--- src/rtl/temp_entry_classifier.sv ---
// Debounced key-driven sign + N_DIGITS BCD entry, converted to a signed tenths value and
// classified into a one-hot temperature level. Define TEMP_ENTRY_HYST_EN for falling hysteresis.
module temp_entry_classifier #(
    parameter int N_DIGITS   = 3,
    parameter int VAL_W      = 14,
    parameter int DEB_CYCLES = 250000,
    parameter int T_BORDER   = 380,
    parameter int T_WARN     = 400,
    parameter int T_EMERG    = 420,
    parameter int HYST       = 5
) (
    input  logic                    clk,
    input  logic                    rst,
    input  logic                    enter_n,
    input  logic                    clr,
    input  logic                    sign_in,
    input  logic [3:0]              digit_in,
    output logic [2:0]              entry_pos,
    output logic [4*N_DIGITS-1:0]   bcd_digits,
    output logic                    sign_out,
    output logic [VAL_W:0]          value,
    output logic                    value_valid,
    output logic                    entry_err,
    output logic                    normal,
    output logic                    border_line,
    output logic                    warning,
    output logic                    emergency
);

    localparam int DEB_W = $clog2(DEB_CYCLES + 1);
    localparam logic [DEB_W-1:0] DEB_MAX  = DEB_W'(DEB_CYCLES);
    localparam logic [DEB_W-1:0] DEB_LAST = DEB_W'(DEB_CYCLES - 1);

    // One spare bit over value so that value+HYST can never wrap during the compare.
    localparam int CMP_W = VAL_W + 2;
    localparam logic signed [CMP_W-1:0] T_BORDER_S = CMP_W'(T_BORDER);
    localparam logic signed [CMP_W-1:0] T_WARN_S   = CMP_W'(T_WARN);
    localparam logic signed [CMP_W-1:0] T_EMERG_S  = CMP_W'(T_EMERG);
    localparam logic [2:0]              LAST_POS   = 3'(N_DIGITS);

    typedef enum logic [1:0] {ST_SIGN, ST_DIGITS, ST_CLASSIFY} state_t;
    typedef enum logic [1:0] {
        LVL_NORMAL = 2'd0,
        LVL_BORDER = 2'd1,
        LVL_WARN   = 2'd2,
        LVL_EMERG  = 2'd3
    } level_t;

    state_t                   state;
    level_t                   level_q;
    level_t                   level_next;
    logic [VAL_W-1:0]         acc;
    logic [VAL_W-1:0]         acc_next;
    logic signed [CMP_W-1:0]  val_next;
    logic                     key_meta;
    logic                     key_sync;
    logic [DEB_W-1:0]         deb_cnt;
    logic                     enter_pulse;

    function automatic level_t raw_level(input logic signed [CMP_W-1:0] v);
        if (v >= T_EMERG_S)       return LVL_EMERG;
        else if (v >= T_WARN_S)   return LVL_WARN;
        else if (v >= T_BORDER_S) return LVL_BORDER;
        else                      return LVL_NORMAL;
    endfunction

    // Synchroniser idles high (key released) so reset never looks like a press.
    // NOTE: sequential state always uses non-blocking (<=) so every flop samples pre-edge values.
    always_ff @(posedge clk or negedge rst) begin
        if (!rst) begin
            key_meta <= 1'b1;
            key_sync <= 1'b1;
        end else begin
            key_meta <= enter_n;
            key_sync <= key_meta;
        end
    end

    // Counter saturates at DEB_CYCLES while held, so one press gives exactly one pulse.
    always_ff @(posedge clk or negedge rst) begin
        if (!rst) begin
            deb_cnt     <= '0;
            enter_pulse <= 1'b0;
        end else begin
            enter_pulse <= 1'b0;
            if (key_sync) begin
                deb_cnt <= '0;
            end else if (deb_cnt != DEB_MAX) begin
                deb_cnt <= deb_cnt + 1'b1;
                if (deb_cnt == DEB_LAST) enter_pulse <= 1'b1;
            end
        end
    end

    assign acc_next = acc * VAL_W'(10) + VAL_W'(digit_in);

    // NOTE: every always_comb output gets a default first so no path can infer a latch.
    always_comb begin
        level_t raw_now;
        val_next   = sign_out ? -$signed({2'b00, acc}) : $signed({2'b00, acc});
        raw_now    = raw_level(val_next);
        level_next = raw_now;
`ifdef TEMP_ENTRY_HYST_EN
        if (raw_now < level_q) begin
            level_t raw_hyst;
            raw_hyst   = raw_level(val_next + CMP_W'(HYST));
            level_next = (raw_hyst < level_q) ? raw_hyst : level_q;
        end
`endif
        if (val_next[CMP_W-1]) level_next = LVL_NORMAL;
    end

`ifndef TEMP_ENTRY_HYST_EN
    wire unused_hyst = |HYST;
`endif

    always_ff @(posedge clk or negedge rst) begin
        if (!rst) begin
            state       <= ST_SIGN;
            entry_pos   <= '0;
            bcd_digits  <= '0;
            sign_out    <= 1'b0;
            acc         <= '0;
            value       <= '0;
            value_valid <= 1'b0;
            entry_err   <= 1'b0;
            level_q     <= LVL_NORMAL;
        end else begin
            entry_err <= 1'b0;
            if (clr) begin
                state       <= ST_SIGN;
                entry_pos   <= '0;
                bcd_digits  <= '0;
                value_valid <= 1'b0;
            end else begin
                case (state)
                    ST_SIGN: if (enter_pulse) begin
                        sign_out    <= sign_in;
                        acc         <= '0;
                        value_valid <= 1'b0;
                        entry_pos   <= 3'd1;
                        state       <= ST_DIGITS;
                    end
                    ST_DIGITS: if (enter_pulse) begin
                        if (digit_in > 4'd9) begin
                            entry_err <= 1'b1;
                        end else begin
                            // Position 1 (MSD) lands in the top nibble.
                            for (int k = 0; k < N_DIGITS; k++)
                                if (entry_pos == 3'(N_DIGITS - k))
                                    bcd_digits[4*k +: 4] <= digit_in;
                            acc       <= acc_next;
                            entry_pos <= entry_pos + 3'd1;
                            if (entry_pos == LAST_POS) state <= ST_CLASSIFY;
                        end
                    end
                    ST_CLASSIFY: begin
                        value       <= val_next[VAL_W:0];
                        if (acc == '0) sign_out <= 1'b0;
                        level_q     <= level_next;
                        value_valid <= 1'b1;
                        entry_pos   <= '0;
                        state       <= ST_SIGN;
                    end
                    default: state <= ST_SIGN;
                endcase
            end
        end
    end

    assign normal      = (level_q == LVL_NORMAL);
    assign border_line = (level_q == LVL_BORDER);
    assign warning     = (level_q == LVL_WARN);
    assign emergency   = (level_q == LVL_EMERG);

endmodule
--- config.mk ---
export PLATFORM = sky130hd
export DESIGN_NAME = temp_entry_classifier
export DESIGN_NICKNAME = d
export VERILOG_FILES = /design/src/rtl/temp_entry_classifier.sv
export SDC_FILE = /design/constraint.sdc
export NUM_CORES = 1
export LEC_CHECK = 0
export ABC_AREA = 1
export CORE_MARGIN = 8
export CORE_UTILIZATION = 58
export DETAILED_ROUTE_END_ITERATION = 6
export DONT_BUFFER_PORTS = 1
export GPL_TIMING_DRIVEN = 1
export PLACE_DENSITY_LB_ADDON = 0.3
export SLEW_MARGIN = 20
export SYNTH_ARGS = -nofsm -noshare
export SYNTH_HDL_FRONTEND = slang
export SYNTH_SLANG_ARGS = --single-unit
--- constraint.sdc ---
create_clock -name clk -period 2.27 [get_ports clk]
set_input_delay 0.454 -clock clk [delete_from_list [all_inputs] [get_ports clk]]
set_output_delay 0.454 -clock clk [all_outputs]
set_load 0.02 [all_outputs]
==> results of run 1 <==
## worst paths after layout
path | end | slack, ns | depth (start not counted) | start
max | acc[12] | -0.37 | 13 | acc[1]
min | key_meta | 0.09 | 0 | enter_n
max reg2reg | acc[12] | -0.37 | 13 | acc[1]
min reg2reg | key_sync | 0.36 | 0 | key_meta
max in group asynchronous | key_meta | 1.30 | 2 | rst
min in group asynchronous | acc[5] | 0.65 | 2 | rst
## cell usage in the layout (no fill, tap or decap), types with 2 or more instances in the layout
cell / count
nand3_2: 7
nor2_2: 9
nand4_1: 7
nor3_1: 12
buf_6: 2
nand2_2: 14
dfstp_2: 2
nand3_1: 32
dfrtp_1: 69
nor3_4: 2
o21bai_1: 2
buf_4: 30
inv_2: 8
o21ai_0: 47
nand3b_1: 2
o22ai_1: 4
clkinvlp_4: 2
o32ai_1: 4
nor4_1: 2
xnor2_1: 2
clkbuf_8: 10
ha_4: 10
xor2_1: 5
inv_1: 79
a21oi_1: 23
bufinv_16: 3
nor2_4: 12
a31oi_1: 9
nand2_1: 136
ha_1: 22
xor2_2: 2
ha_2: 2
nor2_1: 57
## where the power goes
part / switching (mW) / leakage, nW / internal, mW
clock network: 0.506 / 0.119 / 0.763
registers: 0.404 / 0.953 / 1.50
logic: 1.12 / 1.69 / 0.639
## per-stage QoR
| stage | hold slack, ns | utilization [%] | power, mW | std cells |
|---|---|---|---|---|
| 5_1_grt | 0.07867 | 70.01 | 5.253 | 758 |
| 6_report | 0.09420 | 70.01 | 4.934 | 758 |
| 2_1_floorplan | 0.1584 | - | 3.095 | 611 |
| 4_1_cts | 0.08643 | 66.92 | 4.825 | 754 |
| 3_5_place_dp | 0.1619 | 62.04 | 3.506 | 731 |
| 3_3_place_gp | 0.1619 | 62.04 | 3.430 | 731 |
## cells by family after synthesis
logic type | share of synthesized area, %
buffers and inverters | 7.969
xor gates and xnor gates | 2.532
adders and majority gates | 9.915
and+or+nand+nor | 29.24
DFF | 38.43
AOI/OAI and AO/OA | 11.91
## routing by layer
layer / up-vias / share of wire (%) / global-route usage (%)
met1: 2016 / 41 / 24.02
li1: 2057 / - / -
met2: 138 / 50 / 33.29
met5: - / 0 / 0
met3: 31 / 6.2 / 4.416
met4: 0 / 2.7 / 7.638
## area by class of cell
| class | count | area share (%) |
|---|---|---|
| clock buffer | 10 | 2.454 |
| clock inverter | 6 | 2.030 |
| multi-input combinational | 442 | 49.60 |
| sequential | 72 | 32.20 |
| tap | 105 | 2.343 |
| timing repair buffer | 35 | 5.444 |
| inverter | 88 | 5.935 |
## worst register-to-register path, cell delays in order (launching register included)
cell     delay [ns]
dfrtp_1        0.44
ha_4           0.27
ha_4           0.16
fa_2           0.57
inv_4          0.06
buf_12         0.12
nor2_4         0.12
nand2_2        0.10
nor3_4         0.21
nand3_2        0.13
nor2_1         0.11
nand2_1        0.06
nand3_1        0.12
nand2_1        0.05
## sequential cells by signal (all words and copies together), names as in the netlist
register,flops
acc,14
bcd_digits,12
deb_cnt,18
enter_pulse,1
entry_err,1
entry_pos,3
key_meta,1
key_sync,1
level_q,2
sign_out,1
state,2
value,15
value_valid,1
## timing repair
action                                 4_1_cts  5_1_grt
setup buffers                                6        4
endpoints found under the hold margin       72        0
gates resized for setup                     11       34
setup endpoints to repair                    6        8
hold buffers                                 2        0
cloned                                       0        0
pin swaps                                    5       16
==> metrics.md, run 1 <==
| Metric | Value |
|---|---|
| Clk buf depth | `2` |
| DRC Markers | `0` |
| WP data required | `2.51 ns` |
| Initial Utilization | `about 59%` |
| Outcome | `finished with violations` |
| Largest net degree at the start of global routing | `73` |
| Critical path class | `flip-flop to flip-flop` |
| Final hold violations | `0` |
| Share of cells above drive strength 1 | `20.06%` |
| Filler cell count | `602` |
| Failing checks | `negative setup slack` |
| Most frequent cells after synthesis | `143 x nand2_1, 83 x inv_1, 70 x dfrtp_1, 59 x nor2_1, 48 x o21ai_0` |
| Synth area leaders | `dfrtp_1 37%, nand2_1 11%, ha_1 9.1%, inv_1 6.6%, o21ai_0 5.1%` |
| Hold Crit Class | `input pin to flip-flop` |
| Startpoint Class | `flip-flop` |
| Synth Register Bits | `72` |
| WP buf/inv | `2` |
| Setup ws final | `-0.3746 ns` |
| Vias in the first global route | `4099` |
| Area occupied by multi-input gates | `0.002781 mm2` |
| Register area share after synthesis | `38.43%` |
| First-pass GRT wire length | `18.45 mm` |
| TritonCTS buffer count | `9` |
| Placeable Area | `roughly 0.008 mm2` |
| Syn Std Cell Area | `~0.0047 mm2` |
| DP HPWL | `8.235 mm` |
| Seq. cell area | `approximately 0.0018 mm2` |
| Cell family with most CP delay | `adder cells` |
| Worst-Margin Slew | `0.6264 ns` |
| Max-Cap Viols | `0` |
| Routed WL | `12.10 mm` |
| Count leader, synth | `nand2_1` |
| Clk sink count | `72` |
| Initial antenna violation count | `0` |
| Post-route minimum period | `2.645 ns` |
| Buffers added on ports | `0` |
| Vias | `4242` |
| CP max stage cell | `fa_2` |
| Clock Skew | `0.01280 ns` |
| GP Congestion | `0.8885` |
| Ys async rst share | `100.0%` |
| Slew Viols, Final | `0` |
| Total Neg Setup Slack | `-1.498 ns` |
| Total GRT Usage | `between 10% and 20%` |
| Pwr Density | `879.9 mW/mm2` |
| Synth warnings | `0` |
| Slowest stage delay, CP | `about 0.57 ns` |
| Drt wl/cell | `between 15 and 20 um` |
| Top_reg_cell synth | `dfrtp_1` |
| F_max | `0.3781 GHz` |
| Die width | `106.0 um` |
| Slew margin rel. | `58.05%` |
| Unrepaired setup endpoints after global routing | `yes` |
| Die H | `106.0 um` |
| Total gr overflow | `0` |
| Worst VDD drop | `about 0.37 mV` |
| Area grow syn2layout | `19.46%` |
| Worst-Skew Late Latency | `0.36 ns` |
| Syn Area/Cell | `a little under 8 um2` |
| Worst slack, placed | `-0.1830 ns` |
| Crit path arrival time | `just under 3 ns` |
| Placed Area | `between 0.004 and 0.005 mm2` |
| CP cell instances | `ha_4 -> ha_4 -> fa_2 -> inv_4 -> buf_12 -> nor2_4 -> nand2_2 -> nor3_4 -> nand3_2 -> nor2_1 -> nand2_1 -> nand3_1 -> nand2_1` |
| DR iter-0 viols | `around 230` |
| Avg Vias per Cell | `5.596` |
| Post-route ant nets | `0` |
| CTS tree | `built` |
| Die Footprint | `0.01123 mm2` |
| Syn nets | `656` |
| Post-synth EDFFs | `0` |
| Layout Nets | `693` |
| Fin crit share | `116.5%` |
| Yosys top cell area share | `37.31%` |
| H-tree Lvls | `3` |
| Mapped Cells | `~610` |
| Cell accounting for the most synthesized area | `dfrtp_1` |
| Final setup fails | `6` |
| Clk root buf | `clkbuf_8` |
| Synth unique cells | `42` |
| Post-route cell area | `between 0.005 and 0.006 mm2` |
| DRT Pass-1 Iters | `5` |
| Worst-path maximum fanout | `3` |
| Number of diodes | `0` |
| Crit. End Element | `flip-flop` |
| Lkg Pwr | `2.763 nW` |
| Clock slew seen by the registers of the worst setup and hold paths | `0.07 ns` |
| Rows | `33` |
| IO Pins | `46` |
Note: power is estimated with default switching activity, not from simulation.
==> run 2: changes to the inputs <==
Settings changed: CAP_MARGIN from default to 20, CORE_ASPECT_RATIO from default to 1.1.
==> metrics.md, run 2 (synthesis gave the netlist of run 1 again) <==
| Metric | Value |
|---|---|
| Reg power frac | `41.7% (was 38.6%)` |
| Setup crit end | `acc[12] (unchanged)` |
| Internal power | `2.506 mW (was 2.902 mW)` |
| Most common cell after layout, fill and taps aside | `nand2_1 (unchanged)` |
| Placeable Area | `0.007870 mm2 (was 0.008010 mm2)` |
| Unrepaired setup endpoints after global routing | `yes (unchanged)` |
| Die Footprint | `0.01123 mm2 (about the same)` |
| Final setup fails | `6 (unchanged)` |
| Crit path arrival time | `2.68 ns (was 2.89 ns)` |
| Startpoint Class | `flip-flop (unchanged)` |
| Buffers added on ports | `0 (unchanged)` |
| Clock power frac | `20.1% (was 25.7%)` |
| Die width | `101.8 um (was 106.0 um)` |
| Area grow syn2layout | `16.23% (was 19.46%)` |
| Setup ws final | `-0.1707 ns (was -0.3746 ns)` |
| First-pass GRT wire length | `18.73 mm (was 18.45 mm)` |
| Top Registers | `deb_cnt x18, value x15, acc x14 (unchanged)` |
| Final hold violations | `0 (unchanged)` |
| Clk buf depth | `2 (unchanged)` |
| Avg Vias per Cell | `5.463 (was 5.596)` |
| Filler cell count | `578 (was 602)` |
| Slew Viols, Final | `0 (unchanged)` |
| Worst-path maximum fanout | `3 (unchanged)` |
| GP Congestion | `0.8878 (was 0.8885)` |
| Die H | `110.4 um (was 106.0 um)` |
| H-tree Lvls | `3 (unchanged)` |
| Hold Crit Class | `input pin to flip-flop (unchanged)` |
| Max-Cap Viols | `0 (unchanged)` |
| Rows | `34 (was 33)` |
| Pwr Density | `821.9 mW/mm2 (was 879.9 mW/mm2)` |
| Crit. End Element | `flip-flop (unchanged)` |
| IO Pins | `46 (unchanged)` |
| Clk root buf | `clkbuf_8 (unchanged)` |
| DP HPWL | `8.142 mm (was 8.235 mm)` |
| Fin crit share | `107.5% (was 116.5%)` |
| Sw frac | `44.12% (was 41.20%)` |
| Lkg Pwr | `2.680 nW (was 2.763 nW)` |
| Post-route minimum period | `2.441 ns (was 2.645 ns)` |
| Post-route cell area | `0.005456 mm2 (was 0.005608 mm2)` |
| Clock Skew | `0.01313 ns (was 0.01280 ns)` |
| Total gr overflow | `0 (unchanged)` |
| DR iter-0 viols | `263 (was 225)` |
| CP max stage cell | `fa_2 (unchanged)` |
| Post-route ant nets | `0 (unchanged)` |
| Reg2Reg Depth | `12 (was 13)` |
| Most frequent cells in the layout | `137 x nand2_1, 81 x inv_1, 68 x dfrtp_1 (was 136 x nand2_1, 79 x inv_1, 69 x dfrtp_1)` |
| Vias | `4130 (was 4242)` |
| Crit path from | `acc[1] (unchanged)` |
| Critical path class | `flip-flop to flip-flop (unchanged)` |
| Most flops, register | `deb_cnt (unchanged)` |
| DRT Pass-1 Iters | `5 (unchanged)` |
| Slew margin rel. | `59.15% (was 58.05%)` |
| Endpoint of the worst-slack reg-to-reg timing path | `acc[12] (unchanged)` |
| Clk sink count | `72 (unchanged)` |
| Layout Nets | `688 (was 693)` |
| Largest register FFs | `18 (unchanged)` |
| Worst r2r src | `acc[1] (unchanged)` |
| Routed WL | `11.23 mm (was 12.10 mm)` |
| Total GRT Usage | `20.92% (was 19.72%)` |
| Worst-Skew Late Latency | `0.36 ns (about the same)` |
| TritonCTS buffer count | `9 (unchanged)` |
| Number of diodes | `0 (unchanged)` |
| Initial antenna violation count | `0 (unchanged)` |
| Initial Utilization | `59.65% (was 58.61%)` |
| Flop2flop setup slack | `-0.17 ns (was -0.37 ns)` |
| Hold slack | `0.09302 ns (was 0.09420 ns)` |
| Slowest stage delay, CP | `0.56 ns (was 0.57 ns)` |
| Worst-Margin Slew | `0.6100 ns (was 0.6264 ns)` |
| Outcome | `finished with violations (unchanged)` |
| Clock slew seen by the registers of the worst setup and hold paths | `0.07 ns (about the same)` |
| Largest net degree at the start of global routing | `73 (unchanged)` |
| Placed Area | `0.004959 mm2 (was 0.004970 mm2)` |
| Worst VDD drop | `0.3849 mV (was 0.3704 mV)` |
| F_max | `0.4097 GHz (was 0.3781 GHz)` |
| Failing checks | `negative setup slack (unchanged)` |
| Gate power share | `38.2% (was 35.7%)` |
| CTS tree | `built (unchanged)` |
| Switch Pwr | `1.979 mW (was 2.033 mW)` |
| WP data required | `2.51 ns (about the same)` |
| DRC Markers | `0 (unchanged)` |
| Drt wl/cell | `14.85 um (was 15.97 um)` |
| CP cell instances | `ha_4 -> ha_4 -> fa_2 -> inv_2 -> nor2_2 -> nand2_2 -> nor3_2 -> nand3_2 -> nor2_1 -> nand2_1 -> nand3_1 -> nand2_1 (was ha_4 -> ha_4 -> fa_2 -> inv_4 -> buf_12 -> nor2_4 -> nand2_2 -> nor3_4 -> nand3_2 -> nor2_1 -> nand2_1 -> nand3_1 -> nand2_1)` |
| Vias in the first global route | `4137 (was 4099)` |
| Share of cells above drive strength 1 | `18.83% (was 20.06%)` |
-- run 2: how the worst min path moves through the flow --
stage	start	end	slack [ns]	cells after the start
2_1_floorplan	rst	acc[0]	0.16	0
3_5_place_dp	rst	value[9]	0.16	0
3_3_place_gp	rst	value[13]	0.16	0
4_1_cts	enter_n	key_meta	0.08	0
5_1_grt	enter_n	key_meta	0.08	0
6_report	enter_n	key_meta	0.09	0
-- run 2: layer usage --
layer | track usage [%] | vias to the layer above | part of all wire (%) | wire (um)
li1 | - | 2053 | - | -
met1 | 23.44 | 1947 | 41 | 4632
met2 | 37.45 | 111 | 51 | 5754
met3 | 4.523 | 19 | 5.8 | 646
met4 | 9.052 | 0 | 1.7 | 196
met5 | 0 | - | 0 | 0
-- run 2: final cells by class --
type / instances / area [um2] / area share, %
inverters: 88 / 330.3 / 6.054
clock buffers: 10 / 127.6 / 2.339
multi-input cells: 442 / 2765 / 50.68
well taps: 108 / 135.1 / 2.477
repair buffers: 30 / 247.7 / 4.540
clock inverters: 6 / 43.79 / 0.8026
flip-flops and latches: 72 / 1807 / 33.11
-- run 2: timing repair --
action                                  4_1_cts  5_1_grt
endpoints found under the setup margin        6        9
buffers inserted                              6        2
pin swaps                                     8       11
hold buffers                                  2        0
gates resized for setup                      17       23
hold endpoints to repair                     72        0
-- run 2: through the flow --
stage / cells / power, mW / utilization, % / setup slack [ns] / setup TNS, ns
2_1_floorplan: 611 / 3.095 / - / -0.1306 / -0.2484
3_3_place_gp: 732 / 3.408 / 63.00 / -0.07541 / -0.1326
3_5_place_dp: 732 / 3.469 / 63.00 / -0.1960 / -0.5239
4_1_cts: 755 / 4.447 / 67.82 / -0.1234 / -0.4404
5_1_grt: 756 / 4.821 / 69.33 / -0.2609 / -1.197
6_report: 756 / 4.485 / 69.33 / -0.1707 / -0.6856
-- run 2: critical path: cells and delay by family (launching register included) --
kind | cells | cell delay [ns]
adders and majority gates | 3 | 0.99
and+or+nand+nor | 8 | 0.86
DFF | 1 | 0.41
buffers and inverters | 1 | 0.06
-- run 2: power groups by stage --
stage,combinational (mW),clock [mW],sequential (mW)
final,1.71,0.902,1.87
after global routing,1.93,0.981,1.91
after CTS,1.65,0.918,1.87
after detailed placement,1.57,0,1.90
after global placement,1.52,0,1.89
after floorplan,1.24,0,1.86
==> run 3: changes to the inputs <==
Settings changed: ABC_CLOCK_PERIOD_IN_PS from default to 3100, CORE_MARGIN 8 to 4, CORE_UTILIZATION 58 to 65.
Clock period 2.27 ns to 3.1 ns, I/O delays scaled along.
==> metrics.md, run 3 (synthesis gave the netlist of run 1 again) <==
| Metric | Value |
|---|---|
| Cell family with most CP delay | `adder cells (unchanged)` |
| Total Neg Setup Slack | `0 ns (was -0.6856 ns)` |
| DP HPWL | `7.670 mm (was 8.142 mm)` |
| Avg Vias per Cell | `5.704 (was 5.463)` |
| Clk sink count | `72 (unchanged)` |
| WP buf/inv | `1 (unchanged)` |
| Worst-Margin Slew | `0.6192 ns (was 0.6100 ns)` |
| CP cell instances | `ha_1 -> ha_1 -> fa_1 -> inv_1 -> nor2_1 -> nand2_1 -> nor2_2 -> nand2_2 -> nor2_4 -> nand2_2 -> nor2_2 -> nand3b_1 -> nand3_1 -> nand2_1 (was ha_4 -> ha_4 -> fa_2 -> inv_2 -> nor2_2 -> nand2_2 -> nor3_2 -> nand3_2 -> nor2_1 -> nand2_1 -> nand3_1 -> nand2_1)` |
| Pwr Density | `655.1 mW/mm2 (was 821.9 mW/mm2)` |
| Total GRT Usage | `25.49% (was 20.92%)` |
| Clk buf depth | `2 (unchanged)` |
| H-tree Lvls | `3 (unchanged)` |
| Final hold violations | `0 (unchanged)` |
| CP max stage cell | `fa_1 (was fa_2)` |
| Vias in the first global route | `4019 (was 4137)` |
| Unrepaired setup endpoints after global routing | `no (was yes)` |
| Post-route minimum period | `2.772 ns (was 2.441 ns)` |
| Max layer used | `met4 (unchanged)` |
| Crit. End Element | `flip-flop (unchanged)` |
| Slowest stage delay, CP | `0.51 ns (was 0.56 ns)` |
| Initial Utilization | `67.00% (was 59.65%)` |
| Placeable Area | `0.007007 mm2 (was 0.007870 mm2)` |
| Slew margin rel. | `58.53% (was 59.15%)` |
| Crit path arrival time | `3.02 ns (was 2.68 ns)` |
| Max-Cap Viols | `0 (unchanged)` |
| WL met1 | `4.317 mm (was 4.632 mm)` |
| Drt wl/cell | `14.60 um (was 14.85 um)` |
| Filler cell count | `526 (was 578)` |
| Lkg Pwr | `2.575 nW (was 2.680 nW)` |
| Routed WL | `10.33 mm (was 11.23 mm)` |
| Top Registers | `deb_cnt x18, value x15, acc x14 (unchanged)` |
| WP data required | `3.35 ns (was 2.51 ns)` |
| Area grow syn2layout | `6.557% (was 16.23%)` |
| Layout Nets | `662 (was 688)` |
| Outcome | `completed (was finished with violations)` |
| Largest net degree at the start of global routing | `71 (was 73)` |
| Fin crit share | `89.43% (was 107.5%)` |
| Vias | `4033 (was 4130)` |
| Largest register FFs | `18 (unchanged)` |
| Hold slack | `0.1067 ns (was 0.09302 ns)` |
| GP Congestion | `0.9172 (was 0.8878)` |
| DR iter-0 viols | `243 (was 263)` |
| Worst-path maximum fanout | `6 (was 3)` |
| Total gr overflow | `0 (unchanged)` |
| Critical path class | `flip-flop to flip-flop (unchanged)` |
| First-pass GRT wire length | `17.60 mm (was 18.73 mm)` |
| Most frequent cells in the layout | `143 x nand2_1, 83 x inv_1, 70 x dfrtp_1 (was 137 x nand2_1, 81 x inv_1, 68 x dfrtp_1)` |
| IO Pins | `46 (unchanged)` |
| Startpoint Class | `flip-flop (unchanged)` |
| Core Util, Final | `71.39% (was 69.33%)` |
| Final setup fails | `0 (was 6)` |
| Slew Viols, Final | `0 (unchanged)` |
| F_max | `0.3607 GHz (was 0.4097 GHz)` |
| Worst-Skew Late Latency | `0.36 ns (about the same)` |
| Rows | `32 (was 34)` |
| Most common cell after layout, fill and taps aside | `nand2_1 (unchanged)` |
| Clk root buf | `clkbuf_8 (unchanged)` |
| TritonCTS buffer count | `9 (unchanged)` |
| DRT Pass-1 Iters | `5 (unchanged)` |
| DRC Markers | `0 (unchanged)` |
| Wire length on met2 | `5.173 mm (was 5.754 mm)` |
| Most flops, register | `deb_cnt (unchanged)` |
| Routed wl met3 | `641 um (was 646 um)` |
| Clock slew seen by the registers of the worst setup and hold paths | `0.08 ns (was 0.07 ns)` |
| Post-route ant nets | `0 (unchanged)` |
| Die Footprint | `0.008647 mm2 (was 0.01123 mm2)` |
| Die H | `97.13 um (was 110.4 um)` |
| Die width | `89.03 um (was 101.8 um)` |
| Hold Crit Class | `input pin to async pin (was input pin to flip-flop)` |
| Number of diodes | `0 (unchanged)` |
| CTS tree | `built (unchanged)` |
| Clock Skew | `0.01765 ns (was 0.01313 ns)` |
| Initial antenna violation count | `0 (unchanged)` |
| Buffers added on ports | `0 (unchanged)` |
| Share of cells above drive strength 1 | `10.45% (was 18.83%)` |
| Worst VDD drop | `0.5482 mV (was 0.3849 mV)` |
-- run 3: cell types whose count changed in the layout (fill, tap and decap cells not counted), sizes merged --
| cell | before | now |
|---|---|---|
| buf | 29 | 4 |
| bufinv | 0 | 1 |
| dlygate4sd3 | 1 | 0 |
| clkinvlp | 4 | 2 |
| clkinv | 1 | 2 |
-- run 3: timing repair --
action | CTS | global route
hold endpoints to repair | 70 | 0
setup endpoints to repair | 0 | 0
resized for setup | 0 | 0
hold buffers | 1 | 0
setup buffers | 0 | 0
-- run 3: power by group --
group	switching (mW)	internal, mW	leakage [nW]
Sequential	0.287	1.10	0.954
Combinational	0.758	0.382	1.53
Clock	0.377	0.375	0.0929
Total	1.42	1.85	2.57
-- run 3: worst paths after layout --
| check | start | end | slack (ns) | cells past startpoint |
|---|---|---|---|---|
| worst max-delay path | acc[1] | acc[13] | 0.33 | 14 |
| worst min-delay path | rst | key_meta | 0.11 | 0 |
| worst max register to register | acc[1] | acc[13] | 0.33 | 14 |
| worst min register to register | key_meta | key_sync | 0.36 | 0 |
| max in group asynchronous | rst | value[14] | 2.67 | 1 |
| min in group clk | enter_n | key_meta | 0.26 | 0 |
-- run 3: per-layer routing --
metal / track usage (%) / up-vias
li1: - / 1999
met1: 32.32 / 1889
met2: 41.54 / 126
met3: 6.616 / 19
met4: 9.164 / 0
met5: 0 / -
-- run 3: cell type report --
cell class	instances	area, um2	area share, %
clock buffers	10	127.6	2.551
well taps	85	106.4	2.126
flip-flops and latches	72	1804	36.07
repair buffers	4	50.05	1.000
multi-input cells	442	2516	50.30
clock inverters	6	67.56	1.351
inverters	88	330.3	6.603
-- run 3: worst register-to-register path, stage by stage (launching register included) --
cell and delay, ns:
dfrtp_1 0.46, ha_1 0.33, ha_1 0.25, fa_1 0.51, inv_1 0.05, nor2_1 0.18
nand2_1 0.10, nor2_2 0.19, nand2_2 0.09, nor2_4 0.11, nand2_2 0.07, nor2_2 0.11
nand3b_1 0.10, nand3_1 0.09, nand2_1 0.05
-- run 3: through the flow --
step | total power [mW] | worst slack [ns] | std cells | instance area, um2
after floorplan | 2.265 | 0.5955 | 611 | 4695
after CTS | 3.285 | 0.3664 | 707 | 5002
after global placement | 2.461 | 0.5054 | 690 | 4780
after detailed placement | 2.508 | 0.4102 | 690 | 4780
final | 3.277 | 0.3278 | 707 | 5002
after global routing | 3.509 | 0.1505 | 707 | 5002
